--- config.mk ---
export PLATFORM = sky130hd
export DESIGN_NAME = mem_arbiter
export DESIGN_NICKNAME = d
export VERILOG_FILES = /design/src/rtl/mem_arbiter.sv
export SDC_FILE = /design/constraint.sdc
export NUM_CORES = 1
export LEC_CHECK = 0
export BUFFER_PORTS_ARGS = -buffer_cell sky130_fd_sc_hd__buf_2
export CORE_AREA = 2 2 144 146
export CTS_CLUSTER_SIZE = 24
export DETAILED_ROUTE_END_ITERATION = 10
export DIE_AREA = 0 0 146 148
export PLACE_DENSITY_LB_ADDON = 0.12
export SYNTH_ARGS = -nofsm -noshare
export SYNTH_HDL_FRONTEND = slang
export SYNTH_SLANG_ARGS = --single-unit
--- constraint.sdc ---
create_clock -name clk -period 3.88 [get_ports clk]
set_input_delay 0.388 -clock clk [delete_from_list [all_inputs] [get_ports clk]]
set_output_delay 0.388 -clock clk [all_outputs]
set_load 0.01 [all_outputs]
--- src/rtl/mem_arbiter.sv ---
// mem_arbiter: round-robin arbiter sharing one mem_handle-style memory port
// among NUM_REQ requesters. One transaction at a time: IDLE -> ISSUE -> RESP.
module mem_arbiter #(
    parameter int unsigned NUM_REQ   = 4,
    parameter int unsigned ADDR_SIZE = 24
) (
    input  logic                           clk,
    input  logic                           rst,
    input  logic [NUM_REQ-1:0]             req_r_en,
    input  logic [NUM_REQ-1:0]             req_w_en,
    input  logic [NUM_REQ-1:0]             req_write_through,
    input  logic [NUM_REQ-1:0]             req_read_through,
    input  logic [NUM_REQ*ADDR_SIZE-1:0]   req_ptr,
    input  logic [NUM_REQ*32-1:0]          req_data_store,
    output logic [31:0]                    req_data_load,
    output logic [NUM_REQ-1:0]             req_done,
    output logic [NUM_REQ-1:0]             grant,
    output logic                           mem_r_en,
    output logic                           mem_w_en,
    output logic                           mem_write_through,
    output logic                           mem_read_through,
    output logic [ADDR_SIZE-1:0]           mem_ptr,
    output logic [31:0]                    mem_data_store,
    input  logic [31:0]                    mem_data_load,
    input  logic                           mem_done,
    output logic                           busy
);

    localparam int unsigned PTR_W  = (NUM_REQ > 1) ? $clog2(NUM_REQ) : 1;
    localparam int unsigned DATA_W = 32;

    typedef enum logic [1:0] {
        S_IDLE  = 2'd0,
        S_ISSUE = 2'd1,
        S_RESP  = 2'd2
    } state_e;

    state_e                 state_q, state_d;
    logic [PTR_W-1:0]       rr_q, rr_d;
    logic [NUM_REQ-1:0]     grant_q, grant_d;
    logic [NUM_REQ-1:0]     done_q, done_d;
    logic                   mem_r_en_q, mem_r_en_d;
    logic                   mem_w_en_q, mem_w_en_d;
    logic                   mem_wt_q, mem_wt_d;
    logic                   mem_rt_q, mem_rt_d;
    logic [ADDR_SIZE-1:0]   mem_ptr_q, mem_ptr_d;
    logic [DATA_W-1:0]      mem_store_q, mem_store_d;
    logic [DATA_W-1:0]      load_q, load_d;
    logic                   busy_q, busy_d;

    logic [NUM_REQ-1:0]     active;
    logic [PTR_W-1:0]       win_idx;
    logic                   win_found;

    assign active = req_r_en | req_w_en;

    // Round-robin search: first active index starting at rr_q, wrapping.
    always_comb begin
        logic [PTR_W-1:0] idx;
        win_idx   = '0;
        win_found = 1'b0;
        idx       = '0;
        for (int unsigned i = 0; i < NUM_REQ; i++) begin
            idx = PTR_W'((32'(rr_q) + i) % NUM_REQ);
            if (!win_found && active[idx]) begin
                win_found = 1'b1;
                win_idx   = idx;
            end
        end
    end

    // Next-state and registered-output logic.
    always_comb begin
        state_d     = state_q;
        rr_d        = rr_q;
        grant_d     = grant_q;
        done_d      = '0;
        mem_r_en_d  = mem_r_en_q;
        mem_w_en_d  = mem_w_en_q;
        mem_wt_d    = mem_wt_q;
        mem_rt_d    = mem_rt_q;
        mem_ptr_d   = mem_ptr_q;
        mem_store_d = mem_store_q;
        load_d      = load_q;

        case (state_q)
            S_IDLE: begin
                if (win_found) begin
                    state_d     = S_ISSUE;
                    rr_d        = PTR_W'((32'(win_idx) + 1) % NUM_REQ);
                    grant_d     = NUM_REQ'(1) << win_idx;
                    mem_ptr_d   = req_ptr[32'(win_idx)*ADDR_SIZE +: ADDR_SIZE];
                    mem_store_d = req_data_store[32'(win_idx)*DATA_W +: DATA_W];
                    mem_wt_d    = req_write_through[win_idx];
                    mem_rt_d    = req_read_through[win_idx];
                    // A simultaneous read is dropped in favour of the write.
                    mem_w_en_d  = req_w_en[win_idx];
                    mem_r_en_d  = !req_w_en[win_idx] && req_r_en[win_idx];
                end
            end
            S_ISSUE: begin
                if (mem_done) begin
                    state_d    = S_RESP;
                    done_d     = grant_q;
                    mem_r_en_d = 1'b0;
                    mem_w_en_d = 1'b0;
                    if (mem_r_en_q) begin
                        load_d = mem_data_load;
                    end
                end
            end
            S_RESP: begin
                state_d = S_IDLE;
                grant_d = '0;
            end
            default: begin
                state_d    = S_IDLE;
                grant_d    = '0;
                mem_r_en_d = 1'b0;
                mem_w_en_d = 1'b0;
            end
        endcase

        busy_d = (state_d != S_IDLE);
    end

    // State and output registers with synchronous reset.
    always_ff @(posedge clk) begin
        if (rst) begin
            state_q     <= S_IDLE;
            rr_q        <= '0;
            grant_q     <= '0;
            done_q      <= '0;
            mem_r_en_q  <= 1'b0;
            mem_w_en_q  <= 1'b0;
            mem_wt_q    <= 1'b0;
            mem_rt_q    <= 1'b0;
            mem_ptr_q   <= '0;
            mem_store_q <= '0;
            load_q      <= '0;
            busy_q      <= 1'b0;
        end else begin
            state_q     <= state_d;
            rr_q        <= rr_d;
            grant_q     <= grant_d;
            done_q      <= done_d;
            mem_r_en_q  <= mem_r_en_d;
            mem_w_en_q  <= mem_w_en_d;
            mem_wt_q    <= mem_wt_d;
            mem_rt_q    <= mem_rt_d;
            mem_ptr_q   <= mem_ptr_d;
            mem_store_q <= mem_store_d;
            load_q      <= load_d;
            busy_q      <= busy_d;
        end
    end

    assign req_data_load     = load_q;
    assign req_done          = done_q;
    assign grant             = grant_q;
    assign mem_r_en          = mem_r_en_q;
    assign mem_w_en          = mem_w_en_q;
    assign mem_write_through = mem_wt_q;
    assign mem_read_through  = mem_rt_q;
    assign mem_ptr           = mem_ptr_q;
    assign mem_data_store    = mem_store_q;
    assign busy              = busy_q;

endmodule

==> flow_summary_export.csv <==
group,metric,value,unit
pwr,power.switching,0.00105,W
worst_setup_path,crit_buf_inv,1,
timing,slew_viol_final,0,
finish,nNetsFinal,1172,
pwr,p_int,0.00216,W
job,max_cap_violations,0,
pwr,p_total,0.00320,W
worst_setup_path,start_kind,"register",
worst_setup_path,path_cells,"o21ba_2 > o21ai_1 > nand2_8 > buf_12 > mux2i_1 > o221ai_1",
worst_setup_path,cp_slowest_cell,"nand2_8",
route,via_per_inst,4.57,
synth,syn_inst,541,
finish,final_common_cell,"buf_2",
min_path,hold_class,"in2reg",
route,drc,0,
synth,synth_mux_area_frac,0.235,
synth,synth_seq_area_share,0.412,
pwr,clock_power_share,0.293,
global_route,use_met2,0.299,
floorplanning,num_io_pins,376,
pwr,p_leak,4.07,nW
clocking,cts_max_path_buffers,2,
worst_setup_path,crit_path_end_kind,"register",
worst_setup_path,crit_family,"compound AO/OA/AOI/OAI gates",
timing,relSlewSlack,0.494,
global_route,grt_usage,0.161,
pwr,vdd_drop_max,0.216,mV
global_route,grt_max_degree,78,
finish,most-common-layout-cells,"buf_2, nand2_1, mux2i_1",
clocking,htree_levels,3,
timing,finalSetupViolations,0,
synth,synthTopCellsByArea,"dfxtp_1, mux2i_1, o221ai_1, nand2_1, a21oi_1",
synth,ys_async_sr_fraction,0,
status,status,"completed",
clocking,postCtsHoldBufs,0,
synth,synth_seq_cells,105,
clocking,clkSinkCount,105,
route,route.vias.total,5347,
timing,worst_pin_slew,0.760,ns
finish,drive_above_1_share,0.459,
floorplanning,initial_core_util,0.255,
global_route,grt_pass1_wl,27800,um
global_route,grt_antenna_before_repair,1,
pwr,power_frac_comb,0.307,
global_route,grt_pass1_vias,5279,
global_route,overflow,0,
floorplanning,coreArea,20000,um^2
placed_design,placedCellCount,1152,
timing,rsz0062_at_grt,"false",
synth,synth_area_leader_cell,"dfxtp_1",
synth,yosys_warnings,0,
synth,ys.flop_type,"dfxtp_1",
clocking,numCtsBuffers,9,
placed_design,io_buffers,375,
clocking,cts_resized,0,
worst_setup_path,crit_fanout,77,
global_route,busiest_layer,"met2",
floorplanning,dieWidth,146,um
synth,syn-num-nets,820,
floorplanning,die-area,21600,um^2
worst_setup_path,criticalPathCategory,"reg2reg",
route,wl_per_cell,15.4,um
synth,synthSimpleGateAreaFrac,0.126,
route,final_antenna_net_count,0,
synth,yosys.area_share.adder,0.00980,
timing,fin_tns_setup,0,ns
synth,synth-compound-area-share,0.171,
finish,multi_input_area,2790,um^2
pwr,power.density,425,nW/um^2
global_route,use_met1,0.183,
worst_setup_path,crit_required,4.11,ns
clocking,clk_latency,0.35,ns
timing,timing.fmax,412,MHz
finish,ff_latch_area,2100,um^2
route,drt-pass1-iter-count,4,
placed_design,place_hpwl,13800,um
global_route,grtUsageMet3,0.0401,
route,drtIter0Drc,174,
floorplanning,die_h,148,um
clocking,post-cts-setup-buffer-count,0,
synth,synth-xor-area-share,0,
finish,area_growth,47.5,%
synth,yosysUniqueCellTypes,39,
pwr,power.share.switching,0.327,
synth,synth_area,5110,um^2
timing,finClkSkew,0.0106,ns
pwr,pwr-share-seq,0.401,
worst_setup_path,cp_data_arrival_time,2.66,ns
clocking,cts_tree,"done",
clocking,cts_root_buf,"clkbuf_16",
synth,syn_avg_cell_area,9.44,um^2
timing,hold_viol_final,0,
finish,num-fill-cells,2125,
placed_design,gp_congestion,0.772,
clocking,path_clk_slew,0.08,ns
synth,synth_top_area_frac,0.412,
floorplanning,num_rows,52,
synth,synth_top_family_by_area,"multiplexers",
synth,synth_edf_count,0,
finish,layout.cells.non_filler,1169,
timing,fin_crit,2.43,ns
timing,fin_crit_sh,0.626,
worst_setup_path,slowest_delay,0.50,ns
route,wirelength,18100,um
synthesized netlist by cell type (2+ instances only):
| cell | n |
|---|---|
| a21oi_1 | 36 |
| ha_1 | 4 |
| nand2_1 | 124 |
| or2_1 | 2 |
| buf_2 | 16 |
| inv_1 | 3 |
| and2_1 | 5 |
| dfxtp_1 | 105 |
| nor2_1 | 12 |
| a211oi_1 | 2 |
| buf_6 | 6 |
| o21ai_0 | 3 |
| nand2_2 | 3 |
| o221ai_1 | 58 |
| clkbuf_1 | 18 |
| a211oi_2 | 2 |
| mux2i_1 | 120 |
state kept, by name, indices dropped and copies added (netlist names), 2 cells and up:
register / flops
rr_q: 2
mem_data_store: 32
req_done: 4
req_data_load: 32
mem_ptr: 24
state_q: 2
grant: 4
worst paths after layout:
path	start	end	slack, ns	depth (start not counted)
worst max-delay path	rr_q[0]$_SDFFE_PP0P_	mem_data_store[22]$_SDFFE_PP0P_	1.45	6
worst min-delay path	mem_data_load[4]	req_data_load[4]$_SDFFE_PP0P_	0.26	3
worst max register to register	rr_q[0]$_SDFFE_PP0P_	mem_data_store[22]$_SDFFE_PP0P_	1.45	6
worst min register to register	req_data_load[16]$_SDFFE_PP0P_	req_data_load[16]$_SDFFE_PP0P_	0.45	2
cell type report:
cell class | count | area share
Multi-Input combinational cell | 391 | 0.370
Sequential cell | 105 | 0.279
Timing Repair Buffer | 382 | 0.263
Tap cell | 270 | 0.0448
Clock buffer | 10 | 0.0317
Clock inverter | 6 | 0.00897
Inverter | 4 | 0.00199
Antenna cell | 1 | 0.000332
power groups by stage:
| stage | Clock [W] | Sequential (W) | Combinational [W] |
|---|---|---|---|
| after CTS | 0.000994 | 0.00128 | 0.000997 |
| after detailed placement | 0 | 0.00131 | 0.000998 |
| after global placement | 0 | 0.00131 | 0.00101 |
| after global routing | 0.00102 | 0.00130 | 0.00107 |
| after floorplan | 0 | 0.00136 | 0.000541 |
| final | 0.000937 | 0.00128 | 0.000981 |
logic make-up after synthesis:
| group | after synthesis |
|---|---|
| buffers and inverters | 45 |
| AO/OA/AOI/OAI | 114 |
| AND/OR/NAND/NOR | 153 |
| multiplexers | 120 |
| flip-flops | 105 |
| adder cells (fa/ha/maj) | 4 |
tightest hold or removal path, cell delays in order:
cell and delay, ns:
buf_2 0.10, nand2_1 0.04, a21oi_1 0.05
routing by layer:
layer / routed length (um) / up-vias
met4: 295 / 0
li1: - / 2684
met3: 1220 / 20
met2: 9300 / 226
met5: 0 / -
met1: 7250 / 2417
stage by stage:
step	util	area, um^2	hold WS [ns]	setup WS, ns
floorplan	-	5110	0.481	1.89
global placement	0.361	7220	0.439	1.22
detailed placement	0.361	7220	0.442	1.21
CTS	0.376	7530	0.236	1.46
global route	0.376	7530	0.249	1.30
finish	0.376	7530	0.257	1.45
(Power assumes the default switching activity.)
